<file path="config.mk">
export PLATFORM = sky130hd
export DESIGN_NAME = capture_mem_ctrl
export DESIGN_NICKNAME = d
export VERILOG_FILES = /design/src/rtl/capture_pkg.sv /design/src/rtl/capture_skid_fifo.sv /design/src/rtl/capture_mem_ctrl.sv
export SDC_FILE = /design/constraint.sdc
export NUM_CORES = 1
export LEC_CHECK = 0
export CAP_MARGIN = 20
export CORE_MARGIN = 2
export CORE_UTILIZATION = 55
export DETAILED_ROUTE_END_ITERATION = 8
export GPL_TIMING_DRIVEN = 0
export PLACE_DENSITY = 0.91
export SETUP_SLACK_MARGIN = 0.15
export SYNTH_ARGS = -nofsm -noshare
export SYNTH_HDL_FRONTEND = slang
export SYNTH_SLANG_ARGS = --single-unit
</file>
<file path="constraint.sdc">
create_clock -name CLK -period 4 [get_ports CLK]
set_clock_uncertainty 0.15 [all_clocks]
set_input_delay 0.8 -clock CLK [delete_from_list [all_inputs] [get_ports CLK]]
set_output_delay 0.8 -clock CLK [all_outputs]
set_load 0.01 [all_outputs]
</file>
<file path="src/rtl/capture_pkg.sv">
// Shared types and constants for the capture SRAM sequencer and its readout skid buffer.
package capture_pkg;

    typedef enum logic [2:0] {
        IDLE = 3'd0,
        FILL = 3'd1,
        POST = 3'd2,
        DONE = 3'd3,
        READ = 3'd4
    } state_t;

    localparam int SKID_DEPTH = 3;
    localparam int MEM_RD_LAT = 2;

endpackage

</file>
<file path="src/rtl/capture_skid_fifo.sv">
// Small skid FIFO that absorbs SRAM read data while the readout consumer stalls.
module capture_skid_fifo
    import capture_pkg::*;
#(
    parameter int WIDTH = 10
) (
    input  logic                             i_clk,
    input  logic                             i_rst,
    input  logic                             i_flush,
    input  logic                             i_push,
    input  logic [WIDTH-1:0]                 i_data,
    input  logic                             i_pop,
    output logic [WIDTH-1:0]                 o_data,
    output logic                             o_vld,
    output logic [$clog2(SKID_DEPTH+1)-1:0]  o_count
);

    localparam int PTR_W = $clog2(SKID_DEPTH);
    localparam int CNT_W = $clog2(SKID_DEPTH + 1);

    logic [WIDTH-1:0] r_mem [SKID_DEPTH];
    logic [PTR_W-1:0] r_head;
    logic [PTR_W-1:0] r_tail;
    logic [CNT_W-1:0] r_count;

    logic w_push;
    logic w_pop;

    function automatic logic [PTR_W-1:0] next_ptr(input logic [PTR_W-1:0] p);
        return (p == PTR_W'(SKID_DEPTH - 1)) ? '0 : p + 1'b1;
    endfunction

    assign w_push = i_push && (r_count != CNT_W'(SKID_DEPTH));
    assign w_pop  = i_pop && (r_count != '0);

    always_ff @(posedge i_clk) begin
        if (i_rst || i_flush) begin
            r_head  <= '0;
            r_tail  <= '0;
            r_count <= '0;
        end else begin
            if (w_push) r_tail <= next_ptr(r_tail);
            if (w_pop)  r_head <= next_ptr(r_head);
            case ({w_push, w_pop})
                2'b10:   r_count <= r_count + 1'b1;
                2'b01:   r_count <= r_count - 1'b1;
                default: ;
            endcase
        end
    end

    // NOTE: storage is not reset; r_count alone decides which entries are live, and
    // non-blocking writes keep the push ordered against the same-edge head update.
    always_ff @(posedge i_clk) begin
        if (w_push) r_mem[r_tail] <= i_data;
    end

    assign o_data  = r_mem[r_head];
    assign o_vld   = (r_count != '0);
    assign o_count = r_count;

endmodule

</file>
<file path="src/rtl/capture_mem_ctrl.sv">
// Capture sequencer: circular pre-trigger write into the SRAM, post-trigger count, then
// oldest-first readout on a valid/ready stream through a skid FIFO.
module capture_mem_ctrl
    import capture_pkg::*;
#(
    parameter int ADDR_WIDTH = 15,
    parameter int DATA_WIDTH = 9
) (
    input  logic                  CLK,
    input  logic                  RST,
    input  logic                  arm,
    input  logic                  abort,
    input  logic                  trig,
    input  logic [ADDR_WIDTH-1:0] cfg_post_len,
    input  logic                  samp_vld,
    input  logic [DATA_WIDTH-1:0] samp_data,
    input  logic                  rd_start,
    output logic                  out_vld,
    input  logic                  out_rdy,
    output logic [DATA_WIDTH-1:0] out_data,
    output logic                  out_last,
    output logic                  busy,
    output logic                  done,
    output logic                  wrapped,
    output logic [ADDR_WIDTH-1:0] trig_addr,
    output logic                  mem_ceb,
    output logic                  mem_web,
    output logic [ADDR_WIDTH-1:0] mem_a,
    output logic [DATA_WIDTH-1:0] mem_d,
    input  logic [DATA_WIDTH-1:0] mem_q
);

    localparam int DEPTH  = 2 ** ADDR_WIDTH;
    localparam int RD_W   = ADDR_WIDTH + 1;
    localparam int CNT_W  = $clog2(SKID_DEPTH + 1);
    localparam int OCC_W  = $clog2(SKID_DEPTH + MEM_RD_LAT + 1);

    state_t                r_state;
    logic [ADDR_WIDTH-1:0] r_wr_ptr;
    logic [ADDR_WIDTH-1:0] r_rd_ptr;
    logic [RD_W-1:0]       r_rd_cnt;
    logic [ADDR_WIDTH-1:0] r_post_cnt;
    logic [ADDR_WIDTH-1:0] r_trig_addr;
    logic                  r_wrapped;
    logic                  r_mem_ceb;
    logic                  r_mem_web;
    logic [ADDR_WIDTH-1:0] r_mem_a;
    logic [DATA_WIDTH-1:0] r_mem_d;
    logic [MEM_RD_LAT-1:0] r_pipe_vld;
    logic [MEM_RD_LAT-1:0] r_pipe_last;

    logic                  w_sample_wr;
    logic                  w_read;
    logic                  w_pop;
    logic                  w_last_xfer;
    logic                  w_fifo_vld;
    logic [DATA_WIDTH:0]   w_fifo_dout;
    logic [CNT_W-1:0]      w_fifo_cnt;
    logic [OCC_W-1:0]      w_occ;

    assign w_sample_wr = samp_vld && !abort && (r_state == FILL || r_state == POST);
    assign w_pop       = w_fifo_vld && out_rdy;
    assign w_last_xfer = w_pop && w_fifo_dout[DATA_WIDTH];

    // Slots committed after this cycle's pop; the freed slot lets a new read issue
    // immediately, which is what keeps one beat per cycle under continuous ready.
    // NOTE: every always_comb output gets a default first so no latch is inferred.
    always_comb begin
        w_occ = OCC_W'(w_fifo_cnt) - OCC_W'(w_pop);
        for (int i = 0; i < MEM_RD_LAT; i++) begin
            w_occ = w_occ + OCC_W'(r_pipe_vld[i]);
        end
    end

    assign w_read = (r_state == READ) && !abort
                 && (r_rd_cnt != RD_W'(DEPTH))
                 && (w_occ < OCC_W'(SKID_DEPTH));

    always_ff @(posedge CLK) begin
        if (RST) begin
            r_state     <= IDLE;
            r_wr_ptr    <= '0;
            r_rd_ptr    <= '0;
            r_rd_cnt    <= '0;
            r_post_cnt  <= '0;
            r_trig_addr <= '0;
            r_wrapped   <= 1'b0;
            r_mem_ceb   <= 1'b1;
            r_mem_web   <= 1'b1;
            r_mem_a     <= '0;
            r_mem_d     <= '0;
            r_pipe_vld  <= '0;
            r_pipe_last <= '0;
        end else if (abort) begin
            r_state    <= IDLE;
            r_mem_ceb  <= 1'b1;
            r_mem_web  <= 1'b1;
            r_pipe_vld <= '0;
        end else begin
            r_mem_ceb   <= 1'b1;
            r_mem_web   <= 1'b1;
            r_pipe_vld  <= {r_pipe_vld[MEM_RD_LAT-2:0], w_read};
            r_pipe_last <= {r_pipe_last[MEM_RD_LAT-2:0],
                            w_read && (r_rd_cnt == RD_W'(DEPTH - 1))};

            if (w_sample_wr) begin
                r_mem_ceb <= 1'b0;
                r_mem_web <= 1'b0;
                r_mem_a   <= r_wr_ptr;
                r_mem_d   <= samp_data;
                r_wr_ptr  <= r_wr_ptr + 1'b1;
                // Any wrap means every location now holds a real sample.
                if (r_wr_ptr == ADDR_WIDTH'(DEPTH - 1)) r_wrapped <= 1'b1;
            end

            if (w_read) begin
                r_mem_ceb <= 1'b0;
                r_mem_a   <= r_rd_ptr;
                r_rd_ptr  <= r_rd_ptr + 1'b1;
                r_rd_cnt  <= r_rd_cnt + 1'b1;
            end

            case (r_state)
                IDLE: begin
                    if (arm) begin
                        r_wr_ptr  <= '0;
                        r_wrapped <= 1'b0;
                        r_state   <= FILL;
                    end
                end
                FILL: begin
                    if (trig) begin
                        r_trig_addr <= r_wr_ptr;
                        if (!samp_vld) begin
                            r_post_cnt <= cfg_post_len;
                            r_state    <= POST;
                        end else if (cfg_post_len == '0) begin
                            r_state <= DONE;
                        end else begin
                            r_post_cnt <= cfg_post_len - 1'b1;
                            r_state    <= POST;
                        end
                    end
                end
                POST: begin
                    if (samp_vld) begin
                        if (r_post_cnt == '0) r_state <= DONE;
                        else                  r_post_cnt <= r_post_cnt - 1'b1;
                    end
                end
                DONE: begin
                    if (rd_start) begin
                        r_rd_ptr <= r_wr_ptr;
                        r_rd_cnt <= '0;
                        r_state  <= READ;
                    end
                end
                READ: begin
                    if (w_last_xfer) r_state <= IDLE;
                end
                default: r_state <= IDLE;
            endcase
        end
    end

    capture_skid_fifo #(
        .WIDTH (DATA_WIDTH + 1)
    ) u_skid (
        .i_clk   (CLK),
        .i_rst   (RST),
        .i_flush (abort),
        .i_push  (r_pipe_vld[MEM_RD_LAT-1]),
        .i_data  ({r_pipe_last[MEM_RD_LAT-1], mem_q}),
        .i_pop   (w_pop),
        .o_data  (w_fifo_dout),
        .o_vld   (w_fifo_vld),
        .o_count (w_fifo_cnt)
    );

    assign out_vld   = w_fifo_vld;
    assign out_data  = w_fifo_dout[DATA_WIDTH-1:0];
    assign out_last  = w_fifo_vld && w_fifo_dout[DATA_WIDTH];
    assign busy      = (r_state != IDLE);
    assign done      = (r_state == DONE);
    assign wrapped   = r_wrapped;
    assign trig_addr = r_trig_addr;
    assign mem_ceb   = r_mem_ceb;
    assign mem_web   = r_mem_web;
    assign mem_a     = r_mem_a;
    assign mem_d     = r_mem_d;

endmodule

</file>
==> results of run 1 <==
## sequential cells by signal (all words and copies together) (netlist names), 9 cells and up, named ones only
| register | cells |
|---|---|
| u_skid.r_mem | 30 |
| r_rd_cnt | 16 |
| mem_a | 15 |
| r_post_cnt | 15 |
| r_rd_ptr | 15 |
| r_wr_ptr | 15 |
| trig_addr | 15 |
| mem_d | 9 |
## layer usage
metal | vias to the layer above | wire length, um | global-route usage
met5 | - | 0 | 0
met4 | 0 | 442 | 0.118
met3 | 49 | 1830 | 0.0742
met2 | 381 | 8980 | 0.444
met1 | 3220 | 8100 | 0.354
li1 | 3234 | - | -
## layout by cell type (no fill, tap or decap), types with 21 or more instances in the layout
cell type	n
nand3_1	29
edfxtp_1	30
inv_1	28
clkbuf_1	28
nand4_1	21
nand2_1	114
dfxtp_1	118
clkdlybuf4s50_1	94
nor2_1	80
o21ai_0	28
a21oi_1	72
xor2_1	27
## stage by stage
step	util	setup TNS [ns]
floorplan	-	0
global placement	0.646	-0.318
detailed placement	0.646	-0.485
CTS	0.689	0
global route	0.690	0
finish	0.690	0
## cell families after synthesis
logic type	Yosys count	share of synthesized area
mux	13	0.0179
flops	148	0.448
simple gates	367	0.267
compound gates	173	0.149
fa+ha+maj	10	0.0192
buf+inv	80	0.0479
xor+xnor	43	0.0517
## worst reg2reg max path, stage by stage (launching register included)
cell      delay (ns)
dfxtp_1         0.36
or2_2           0.33
nand2_2         0.14
inv_1           0.07
ha_1            0.30
fa_1            0.38
inv_1           0.08
fa_1            0.41
inv_1           0.07
o2111a_1        0.25
buf_6           0.17
nand3_4         0.11
and4b_1         0.21
or4_1           0.52
## power breakdown
| group | internal (mW) | total, mW | switching (mW) |
|---|---|---|---|
| registers | 1.53 | 1.54 | 0.00963 |
| logic | 0.0926 | 0.219 | 0.126 |
| clock network | 0.864 | 1.51 | 0.647 |
| total | 2.49 | 3.27 | 0.783 |
## layout make-up
cell class,count,area (um2),share of cell area
Clock inverter,13,126,0.0140
Inverter,28,105,0.0116
Sequential cell,148,3260,0.362
Tap cell,176,220,0.0244
Buffer,52,244,0.0270
Multi-Input combinational cell,606,3690,0.408
Clock buffer,19,433,0.0480
Timing Repair Buffer,95,948,0.105
## worst max-delay path by stage
stage | start | endpoint | slack, ns
floorplan | out_rdy | r_rd_ptr[5]$_SDFFE_PP0N_ | 0.51
global placement | out_rdy | r_rd_ptr[5]$_SDFFE_PP0N_ | -0.10
detailed placement | out_rdy | r_rd_ptr[5]$_SDFFE_PP0N_ | -0.14
CTS | out_rdy | r_rd_ptr[5]$_SDFFE_PP0N_ | 0.20
global route | out_rdy | r_rd_ptr[14]$_SDFFE_PP0N_ | 0.14
finish | out_rdy | r_rd_ptr[5]$_SDFFE_PP0N_ | 0.24
## timing repair
action,4_1_cts,5_1_grt
endpoints found under the setup margin,0,4
buffers inserted,0,1
resized for setup,0,1
==> metrics.cfg, run 1 <==
[status]
status = complete, no violations

[sta]
slew_violations = 0
hold_violations = 0
whs_ns = 0.304
finalSetupViolations = 0
rsz0062_at_grt = yes
fin_ws_ns = 0.238
worst_slew_pin_slew_ns = 0.932
max_freq_mhz = 266
maxSlewHeadroom = 0.373
period_share = 0.941
timing.final.crit_period_ns = 3.76

[grt]
grt_max_degree = 17
antenna_found_initial = 0
grt_pass1_vias = 6505
gr-total-overflow = 0
grt_usage = 0.277
grt_pass1_wl_um = 31500

[logic_synthesis]
syn_area_um2 = 7290
synthesis.nets = 885
yosysMostFrequentCell = dfxtp_1
ys.flop_type = dfxtp_1
yosysUniqueCellTypes = 73
ys_ff_latch = 148
synth_top_area_frac = 0.324
ys_warn_count = 0
synth_edf_count = 30
synthTopCellsByCount = 118 x dfxtp_1, 115 x nand2_1, 80 x nor2_1
ys_async_sr_fraction = 0
synth_area_leaders = dfxtp_1 32%, edfxtp_1 12%, nand2_1 5.9%
seq_area_frac_synth = 0.448
synth_area_leader_cell = dfxtp_1
syn_area_per_cell_um2 = 8.74
postSynthCellCount = 834

[critical_path]
cpPeakStageDelay_ns = 0.52
cp.arrival_ns = 3.92
cp.depth = 13
r2r_start = u_skid.o_count[0]$_SDFFE_PP0P_
ff2ff_setup_slack_ns = 0.33
cp_max_fo = 9
cp_common_cell = inv_1
reg2reg_depth = 13
worstPathCellList = clkdlybuf4s50_1 -> nand2_2 -> inv_1 -> ha_1 -> fa_1 -> inv_1 -> fa_1 -> inv_1 -> o2111a_1 -> buf_6 -> nand3_4 -> and4b_1 -> or4_1
reg2reg_to = r_rd_ptr[5]$_SDFFE_PP0N_
path_buf_inv = 5
startpoint_type = primary input
crit_family = adder cells
end_kind = register
worstSetupPathType = in2reg
required_ns = 4.16
crit_slowest_cell = or4_1

[detailed_routing]
via_per_inst = 6.05
first_iter_violations = 894
routedWlPerCell_um = 17.0
dr_total_vias = 6884
drtPass1Iterations = 5
wl_um = 19400
drc = 0
detail-route-antenna-nets = 0

[floorplanning]
die_y_um = 119
initial_core_util = 0.557
core-area_um2 = 13100
num_io_pins = 96
die_w_um = 119
num_rows = 42
die_area_um2 = 14200

[final_layout]
insertedDiodeCount = 0
nFillCells = 971
fin_area_um2 = 9030
finalNetCount = 999
drive_above_1_share = 0.0905
area_delta_synth_final_pct = 23.9
fin_cells = 1137

[placement]
dpl.hpwl_um = 13400
place_ws_ns = -0.140
post_dp_cell_area_um2 = 8460
routabilityCongestion = 0.946
io_buffers = 94
dp_cells = 1104

[power_and_ir_drop]
leakagePower_nw = 3.15
fin_total_pwr_mw = 3.27
vdd_ir_drop_max_mv = 0.239
powerDensity_nw_per_um2 = 362

[min_path]
hold-path-endpoint = mem_d[4]$_SDFFE_PP0P_
hp-class = reg2reg
min-delay-start = mem_d[4]$_SDFFE_PP0P_
hold_depth = 2

[cts]
path_clk_slew_ns = 0.06
cts.sinks = 148
cts_hold_buf = 0
clock_latency_ns = 0.43
cts-root-buf = clkbuf_16
clock_path_buffers = 2
cts_tree = yes
htreeDepth = 4
numCtsBuffers = 17

[job]
cap_viol_max_count = 0

Power figures use the tool's default switching activity.
==> run 2: changes to the inputs <==
- CORE_MARGIN: 2 -> 10
- CTS_CLUSTER_DIAMETER: default -> 50
==> metrics.cfg, run 2 (synthesis results as in run 1) <==
[cts]
cts.sinks = 148  ; unchanged
cts_tree = yes  ; unchanged
cts_hold_buf = 0  ; unchanged
cts_setup_buffers = 0  ; unchanged
path_clk_slew_ns = 0.06  ; about the same
cts_resized = 0  ; unchanged
htreeDepth = 4  ; unchanged
cts-root-buf = clkbuf_16  ; unchanged
clock_latency_ns = 0.43  ; about the same
numCtsBuffers = 17  ; unchanged
clock_path_buffers = 2  ; unchanged

[sta]
hold_violations = 0  ; unchanged
timing.final.crit_period_ns = 3.75  ; was 3.76 ns
finalSetupViolations = 0  ; unchanged
slew_violations = 0  ; unchanged
whs_ns = 0.302  ; was 0.304 ns
max_freq_mhz = 267  ; was 266 MHz
worst_slew_pin_slew_ns = 0.893  ; was 0.932 ns
fin_setup_tns_ns = 0  ; unchanged
period_share = 0.937  ; was 0.941
rsz0062_at_grt = no  ; was yes
maxSlewHeadroom = 0.401  ; was 0.373

[critical_path]
cp_max_fo = 9  ; unchanged
cp.arrival_ns = 3.90  ; was 3.92 ns
cpPeakStageDelay_ns = 0.53  ; was 0.52 ns
ff2ff_setup_slack_ns = 0.33  ; about the same
cp_common_cell = inv_1  ; unchanged
required_ns = 4.15  ; was 4.16 ns
end_kind = register  ; unchanged
crit_slowest_cell = or4_1  ; unchanged
reg2reg_to = r_rd_ptr[5]$_SDFFE_PP0N_  ; unchanged
worstSetupPathType = in2reg  ; unchanged
r2r_start = u_skid.o_count[0]$_SDFFE_PP0P_  ; unchanged
startpoint_type = primary input  ; unchanged
worstPathCellList = clkdlybuf4s50_1 -> nand2_2 -> inv_1 -> ha_1 -> fa_1 -> inv_1 -> fa_1 -> inv_1 -> o2111a_1 -> buf_6 -> nand3_4 -> and4b_1 -> or4_1  ; unchanged
reg2reg_depth = 13  ; unchanged

[final_layout]
largest_reg_flops = 30  ; unchanged
finalNetCount = 999  ; unchanged
top_regs = u_skid.r_mem: 30 flops, r_rd_cnt: 16 flops  ; unchanged
area_delta_synth_final_pct = 24.4  ; was 23.9%
drive_above_1_share = 0.0926  ; was 0.0905
top_register = u_skid.r_mem  ; unchanged
mostFrequentLayoutCells = 118 x dfxtp_1, 114 x nand2_1, 94 x clkdlybuf4s50_1, 80 x nor2_1, 72 x a21oi_1  ; unchanged
insertedDiodeCount = 0  ; unchanged
layout_commonest_cell = dfxtp_1  ; unchanged

[grt]
gr-total-overflow = 0  ; unchanged
grt_usage = 0.224  ; was 0.277
grt_max_degree = 17  ; unchanged
antenna_found_initial = 0  ; unchanged
grt_pass1_wl_um = 33100  ; was 31500 um
grt_pass1_vias = 6666  ; was 6505

[floorplanning]
core-area_um2 = 12800  ; was 13100 um2
num_io_pins = 96  ; unchanged
num_rows = 41  ; was 42
die_area_um2 = 18300  ; was 14200 um2
die_w_um = 135  ; was 119 um
die_y_um = 135  ; was 119 um
initial_core_util = 0.570  ; was 0.557

[detailed_routing]
first_iter_violations = 950  ; was 894
via_per_inst = 6.17  ; was 6.05
detail-route-antenna-nets = 0  ; unchanged
routedWlPerCell_um = 18.4  ; was 17.0 um
drc = 0  ; unchanged
dr_total_vias = 6992  ; was 6884
wl_um = 20900  ; was 19400 um
drtPass1Iterations = 6  ; was 5

[power_and_ir_drop]
vdd_ir_drop_max_mv = 0.315  ; was 0.239 mV
leakagePower_nw = 3.18  ; was 3.15 nW
fin_total_pwr_mw = 3.39  ; was 3.27 mW
powerDensity_nw_per_um2 = 374  ; was 362 nW/um2

[placement]
dpl.hpwl_um = 14400  ; was 13400 um
io_buffers = 94  ; unchanged
routabilityCongestion = 0.944  ; was 0.946

[job]
cap_viol_max_count = 0  ; unchanged

[min_path]
hp-class = reg2reg  ; unchanged
hold-path-endpoint = mem_d[0]$_SDFFE_PP0P_  ; was mem_d[4]$_SDFFE_PP0P_
hold_depth = 2  ; unchanged
min-delay-start = mem_d[0]$_SDFFE_PP0P_  ; was mem_d[4]$_SDFFE_PP0P_

[status]
status = complete, no violations  ; unchanged

==> run 2: where the power goes <==
part / total (mW) / leakage (nW) / internal (mW) / switching [mW]
logic: 0.221 / 1.67 / 0.0925 / 0.129
clock network: 1.63 / 0.289 / 0.988 / 0.644
registers: 1.54 / 1.22 / 1.53 / 0.00936
total: 3.39 / 3.18 / 2.61 / 0.783
==> run 2: area by class of cell <==
| class | count | area (um2) |
|---|---|---|
| Inverter | 28 | 105 |
| Clock buffer | 18 | 429 |
| Tap cell | 172 | 215 |
| Sequential cell | 148 | 3260 |
| Fill cell | 899 | 3710 |
| Clock inverter | 14 | 178 |
| Buffer | 52 | 244 |
| Timing Repair Buffer | 95 | 948 |
| Multi-Input combinational cell | 606 | 3680 |
==> run 2: how the worst max path moves through the flow <==
| stage | startpoint | end | slack [ns] | cells past startpoint |
|---|---|---|---|---|
| 2_1_floorplan | out_rdy | r_rd_ptr[5]$_SDFFE_PP0N_ | 0.51 | 12 |
| 3_3_place_gp | out_rdy | r_rd_ptr[5]$_SDFFE_PP0N_ | -0.12 | 13 |
| 3_5_place_dp | out_rdy | r_rd_ptr[5]$_SDFFE_PP0N_ | -0.19 | 13 |
| 4_1_cts | out_rdy | r_rd_ptr[5]$_SDFFE_PP0N_ | 0.22 | 13 |
| 5_1_grt | out_rdy | r_rd_ptr[5]$_SDFFE_PP0N_ | 0.16 | 13 |
| 6_report | out_rdy | r_rd_ptr[5]$_SDFFE_PP0N_ | 0.25 | 13 |
==> run 2: worst max-delay path, delay by kind of cell <==
family	cells	cell delay (ns)
AO/OA/AOI/OAI	1	0.24
adder cells (fa/ha/maj)	3	1.06
AND/OR/NAND/NOR	4	0.99
buffers and inverters	5	0.80
==> run 2: routing by layer <==
layer / vias to the layer above / global-route usage / part of all wire
met2: 451 / 0.353 / 0.46
met3: 95 / 0.0742 / 0.12
li1: 3223 / - / -
met1: 3223 / 0.264 / 0.39
met5: - / 0 / 0
met4: 0 / 0.124 / 0.037
==> run 2: through the flow <==
step | utilization | area (um2) | setup WS, ns | instances
finish | 0.710 | 9060 | 0.252 | 1133
global route | 0.710 | 9060 | 0.157 | 1133
global placement | 0.661 | 8440 | -0.120 | 1100
CTS | 0.709 | 9060 | 0.215 | 1133
detailed placement | 0.662 | 8450 | -0.193 | 1101
floorplan | - | 7290 | 0.506 | 834
==> run 3: changes to the inputs <==
--- a/config.mk
+++ b/config.mk
@@ -16,3 +16,4 @@
 export SYNTH_ARGS = -nofsm -noshare
 export SYNTH_HDL_FRONTEND = slang
+export SYNTH_HIERARCHICAL = 1
 export SYNTH_SLANG_ARGS = --single-unit
==> constraint.sdc (replaced) <==
create_clock -name CLK -period 4 [get_ports CLK]
set_clock_uncertainty 0.15 [all_clocks]
set_input_delay 0.8 -clock CLK [delete_from_list [all_inputs] [get_ports CLK]]
set_output_delay 0.8 -clock CLK [all_outputs]
set_load 0.05 [all_outputs]
==> metrics.cfg, run 3 <==
[logic_synthesis]
synth_area_leaders = dfxtp_1 33%, edfxtp_1 12%, nor2_1 5.4%  ; was dfxtp_1 32%, edfxtp_1 12%, nand2_1 5.9%
synth_edf_count = 30  ; unchanged
synthesis.nets = 864  ; was 885
syn_area_um2 = 7240  ; was 7290 um2
synth_top_area_frac = 0.326  ; was 0.324
ys.flop_type = dfxtp_1  ; unchanged
yosysUniqueCellTypes = 70  ; was 73
syn_area_per_cell_um2 = 8.91  ; was 8.74 um2
seq_area_frac_synth = 0.450  ; was 0.448
synth_area_leader_cell = dfxtp_1  ; unchanged
yosysMostFrequentCell = dfxtp_1  ; unchanged
ys_async_sr_fraction = 0  ; unchanged
postSynthCellCount = 813  ; was 834
ys_warn_count = 6  ; was 0
ys_ff_latch = 148  ; unchanged
synthTopCellsByCount = 118 x dfxtp_1, 104 x nor2_1, 73 x nand2_1  ; was 118 x dfxtp_1, 115 x nand2_1, 80 x nor2_1

[grt]
grt_pass1_wl_um = 31600  ; was 33100 um
antenna_found_initial = 0  ; unchanged
grt_max_degree = 17  ; unchanged
grt_pass1_vias = 6292  ; was 6666
gr-total-overflow = 0  ; unchanged
grt_usage = 0.212  ; was 0.224

[cts]
cts_hold_buf = 0  ; unchanged
clock_path_buffers = 2  ; unchanged
path_clk_slew_ns = 0.06  ; about the same
cts.sinks = 148  ; unchanged
htreeDepth = 4  ; unchanged
cts-root-buf = clkbuf_16  ; unchanged
clock_latency_ns = 0.42  ; was 0.43 ns
numCtsBuffers = 17  ; unchanged
cts_tree = yes  ; unchanged

[final_layout]
multiInputGateArea_um2 = 3690  ; was 3680 um2
mostFrequentLayoutCells = 118 x dfxtp_1, 104 x nor2_1, 94 x clkdlybuf4s50_1, 73 x nand2_1, 52 x a21oi_1  ; was 118 x dfxtp_1, 114 x nand2_1, 94 x clkdlybuf4s50_1, 80 x nor2_1, 72 x a21oi_1
largest_reg_flops = 30  ; unchanged
nFillCells = 916  ; was 899
area_delta_synth_final_pct = 24.8  ; was 24.4%
finish.utilization = 0.708  ; was 0.710
finalNetCount = 983  ; was 999
seq_area_um2 = 3260  ; unchanged
layout_commonest_cell = dfxtp_1  ; unchanged
insertedDiodeCount = 0  ; unchanged
top_regs = u_skid/r_mem: 30 flops, r_rd_cnt: 16 flops  ; was u_skid.r_mem: 30 flops, r_rd_cnt: 16 flops
drive_above_1_share = 0.0878  ; was 0.0926
top_register = u_skid/r_mem  ; was u_skid.r_mem
fin_area_um2 = 9040  ; was 9060 um2

[sta]
worst_slew_pin_slew_ns = 0.917  ; was 0.893 ns
hold_violations = 0  ; unchanged
finalSetupViolations = 0  ; unchanged
slew_violations = 0  ; unchanged
timing.final.crit_period_ns = 3.77  ; was 3.75 ns
rsz0062_at_grt = no  ; unchanged
maxSlewHeadroom = 0.386  ; was 0.401
period_share = 0.942  ; was 0.937
max_freq_mhz = 265  ; was 267 MHz

[critical_path]
crit_slowest_cell = clkdlybuf4s50_1  ; was or4_1
end_kind = register  ; unchanged
cp_max_fo = 4  ; was 9
startpoint_type = primary input  ; unchanged
cp.arrival_ns = 3.96  ; was 3.90 ns
required_ns = 4.19  ; was 4.15 ns
reg2reg_depth = 11  ; was 13
worstSetupPathType = in2reg  ; unchanged
worstPathCellList = clkdlybuf4s50_1 -> and2_4 -> ha_1 -> fa_2 -> inv_2 -> fa_1 -> a2111oi_4 -> buf_4 -> nand4_1 -> or4_1 -> a31oi_1  ; was clkdlybuf4s50_1 -> nand2_2 -> inv_1 -> ha_1 -> fa_1 -> inv_1 -> fa_1 -> inv_1 -> o2111a_1 -> buf_6 -> nand3_4 -> and4b_1 -> or4_1
cpPeakStageDelay_ns = 0.50  ; was 0.53 ns

[detailed_routing]
wl_um = 19700  ; was 20900 um
via_per_inst = 6.09  ; was 6.17
detail-route-antenna-nets = 0  ; unchanged
drc = 0  ; unchanged
dr_total_vias = 6807  ; was 6992
first_iter_violations = 759  ; was 950
drtPass1Iterations = 5  ; was 6
routedWlPerCell_um = 17.6  ; was 18.4 um

[floorplanning]
num_io_pins = 96  ; unchanged
die_area_um2 = 18200  ; was 18300 um2
die_w_um = 135  ; about the same
die_y_um = 135  ; about the same
core-area_um2 = 12800  ; unchanged
num_rows = 41  ; unchanged
initial_core_util = 0.567  ; was 0.570

[placement]
dpl.hpwl_um = 13700  ; was 14400 um
post_dp_cell_area_um2 = 8410  ; was 8450 um2
io_buffers = 94  ; unchanged
routabilityCongestion = 0.943  ; was 0.944

[power_and_ir_drop]
vdd_ir_drop_max_mv = 0.307  ; was 0.315 mV
powerDensity_nw_per_um2 = 370  ; was 374 nW/um2
leakagePower_nw = 3.08  ; was 3.18 nW

[min_path]
hp-class = reg2reg  ; unchanged
hold_depth = 2  ; unchanged

[job]
cap_viol_max_count = 0  ; unchanged

[status]
status = complete, no violations  ; unchanged

==> run 3: layer usage <==
metal / routed length, um / part of all wire / vias up / global-route usage
met5: 0 / 0 / - / 0
met4: 555 / 0.028 / 0 / 0.0931
met3: 1870 / 0.095 / 57 / 0.0582
met2: 9140 / 0.46 / 386 / 0.334
met1: 8130 / 0.41 / 3166 / 0.264
li1: - / - / 3198 / -
==> run 3: cell families (layout without fill, tap and decap cells) <==
logic type	after synthesis	after routing	share of synthesized area
xor gates and xnor gates	45	45	0.0544
and+or+nand+nor	350	350	0.245
AOI/OAI and AO/OA	158	158	0.149
buffers and inverters	73	205	0.0425
adders and majority gates	10	10	0.0193
DFF	148	148	0.450
muxes	29	29	0.0401
==> run 3: power by group <==
group          switching (mW)  internal (mW)  total (mW)
Clock                   0.606          0.970        1.58
Combinational           0.138         0.0927       0.231
Sequential            0.00769           1.53        1.54
Total                   0.751           2.59        3.34
==> run 3: worst paths after layout <==
kind / startpoint / end / slack [ns]
min: mem_d[8]$_SDFFE_PP0P_ / mem_d[8]$_SDFFE_PP0P_ / 0.30
max: out_rdy / r_rd_cnt[13]$_SDFFE_PP0N_ / 0.23
min reg2reg: mem_d[8]$_SDFFE_PP0P_ / mem_d[8]$_SDFFE_PP0P_ / 0.30
max reg2reg: u_skid/o_count[0]$_SDFFE_PP0P_ / r_rd_cnt[13]$_SDFFE_PP0N_ / 0.37
==> run 3: cell type report <==
type | instances | share of cell area
Clock inverter | 12 | 0.0152
Inverter | 23 | 0.00955
Tap cell | 172 | 0.0238
Multi-Input combinational cell | 592 | 0.408
Buffer | 50 | 0.0253
Timing Repair Buffer | 100 | 0.109
Clock buffer | 20 | 0.0483
Sequential cell | 148 | 0.361
==> run 3: repair_timing <==
item / 4_1_cts / 5_1_grt
setup buffers: 0 / 5
resized for setup: 0 / 11
setup endpoints to repair: 0 / 39
endpoints found under the hold margin: 0 / 0
==> run 3: critical path: cells and delay by family <==
| kind | cells | cell delay (ns) |
|---|---|---|
| adders and majority gates | 3 | 1.02 |
| buffers and inverters | 3 | 0.74 |
| and+or+nand+nor | 3 | 0.73 |
| AOI/OAI and AO/OA | 2 | 0.66 |
==> run 3: metrics by stage <==
stage | setup TNS (ns) | hold WS [ns] | power (mW) | worst slack (ns) | instances
6_report | 0 | 0.303 | 3.34 | 0.231 | 1117
3_3_place_gp | -5.46 | 0.291 | 1.79 | -0.196 | 1079
2_1_floorplan | 0 | 0.290 | 1.70 | 0.396 | 813
4_1_cts | 0 | 0.304 | 3.35 | 0.190 | 1112
5_1_grt | 0 | 0.316 | 3.44 | 0.123 | 1117
3_5_place_dp | -5.99 | 0.296 | 1.79 | -0.205 | 1080
==> RTL change (settings of run 1) <==
The package constant `MEM_RD_LAT` goes from 2 to 4.
--- a/src/rtl/capture_pkg.sv
+++ b/src/rtl/capture_pkg.sv
@@ -10,7 +10,7 @@
     } state_t;
 
     localparam int SKID_DEPTH = 3;
-    localparam int MEM_RD_LAT = 2;
+    localparam int MEM_RD_LAT = 4;
 
 endpackage
 
Function: changed (a bounded check fails within 10 cycles, from zero or initial values and one cycle with RST high).
==> RTL change against run 1 <==
- cell count up 1.2%
- area after synthesis decreased by 0.76%
- wire length rose by 3.9%
- core utilization up 3.6 points
- combinational power shrank 5%
- largest power group unchanged
- total power grew 2.0%
- setup slack lost 210 ps
- sequential cell count rose by 4
- critical path depth is the same
- cell area is 2.3% higher
- critical endpoint is now r_rd_ptr[9]
- largest cell class unchanged
- highest routed layer unchanged
==> RTL change: results <==
[drt]
via_per_inst = 6.12
drt_pass1_iterations = 8
routedWlPerCell_um = 17.5
via_count = 7039
drt_iter0_drc = 942

[global_routing]
gr-usage-all-layers = 0.283
grt_pass1_wl_mm = 32.2

[placed_design]
place_inst = 1106
gp_congestion = 0.991
dpl.hpwl_mm = 14.0

[final_layout]
nets = 1019
drive_gt1_frac = 0.0930
largest-register = "u_skid.r_mem"

[critical_path]
cp_max_fo = 3
critPathArrivalTime_ps = 4180

[synthesis]
synth_commonest_cells = "dfxtp_1, nand2_1, nor2_1"
synth_cell_types = 64
syn_nets = 891
synth_area_leaders = "dfxtp_1, edfxtp_1, nand2_1, a21oi_1, nor2_1"
async_flop_share = 0
syn_inst = 838

[power]
ir_worst_vdd_mv = 0.314
leakagePower_nw = 3.08

[status]
outcome = "finished, final reports clean"

[timing]
tightest_slew_ps = 977

[clocking]
clk_latency_ps = 430
==> RTL change: cell count changes in the layout (fill, tap and decap cells not counted), moves of 8 or more <==
cell             run 1  this run
buf_2               16         4
clkbuf_1            28        43
nor2_1              80        72
nor3_1              15        23
o211ai_1             5        13
o21ai_0             28        39
xor2_1              27        18
==> RTL change: cells by family (layout without fill, tap and decap cells) <==
logic type,after synthesis,count (layout),share of synthesized area
xor+xnor,36,36,0.0436
flops,152,152,0.462
compound gates,192,192,0.166
simple gates,354,354,0.242
fa+ha+maj,12,12,0.0239
buf+inv,78,219,0.0407
mux,14,14,0.0211
==> RTL change: through the flow <==
| step | area (µm²) | total power, mW | hold WS, ps | setup WS (ps) |
|---|---|---|---|---|
| floorplan | 7280 | 1.71 | 289 | -59.8 |
| global placement | 8440 | 1.80 | 291 | -832 |
| detailed placement | 8450 | 1.81 | 296 | -925 |
| CTS | 9100 | 3.33 | 305 | 79.0 |
| global route | 9240 | 3.41 | 324 | -36.2 |
| finish | 9240 | 3.33 | 306 | 24.1 |
==> RTL change: critical path: stages, from the launching register on <==
cell and delay (ps):
dfxtp_2 320, or2_4 270, nand2_8 70, inv_4 30, ha_4 250, fa_1 430, fa_2 360, inv_2 60
fa_2 420, nor2b_4 150, or4_4 450, or3_4 390, or4_4 410, a31oi_1 130
==> RTL change: path summary, 6_finish.rpt <==
check	start	endpoint	slack (ps)	depth (start not counted)
max reg2reg	u_skid.o_count[1]	r_rd_ptr[9]	20	13
min	trig_addr[10]	trig_addr[10]	310	2
min reg2reg	trig_addr[10]	trig_addr[10]	310	2
max	u_skid.o_count[1]	r_rd_ptr[9]	20	13
==> RTL change: where the power goes <==
group          internal [mW]  total [mW]  switching, mW
logic                 0.0806       0.209          0.129
clock network          0.853        1.55          0.697
registers               1.57        1.57        0.00705
total                   2.50        3.33          0.833
==> RTL change: layer usage <==
metal  vias up  part of all wire  GRT usage
li1       3292                 -          -
met1      3285              0.41      0.365
met2       405              0.46      0.448
met3        57              0.10     0.0763
met4         0             0.026      0.121
met5         -                 0          0
==> RTL change: area by class of cell <==
class,instances,area [µm²]
Fill cell,960,3490
Multi-Input combinational cell,608,3740
Clock buffer,18,450
Timing Repair Buffer,109,1040
Tap cell,172,215
Sequential cell,152,3350
Inverter,26,100
Clock inverter,14,124
Buffer,52,219
==> RTL change: repair_timing <==
item | in CTS | in global routing
gates cloned | 0 | 1
pin swaps | 7 | 14
gates resized for setup | 15 | 23
buffers inserted | 6 | 6
hold endpoints to repair | 0 | 0
setup endpoints to repair | 49 | 39
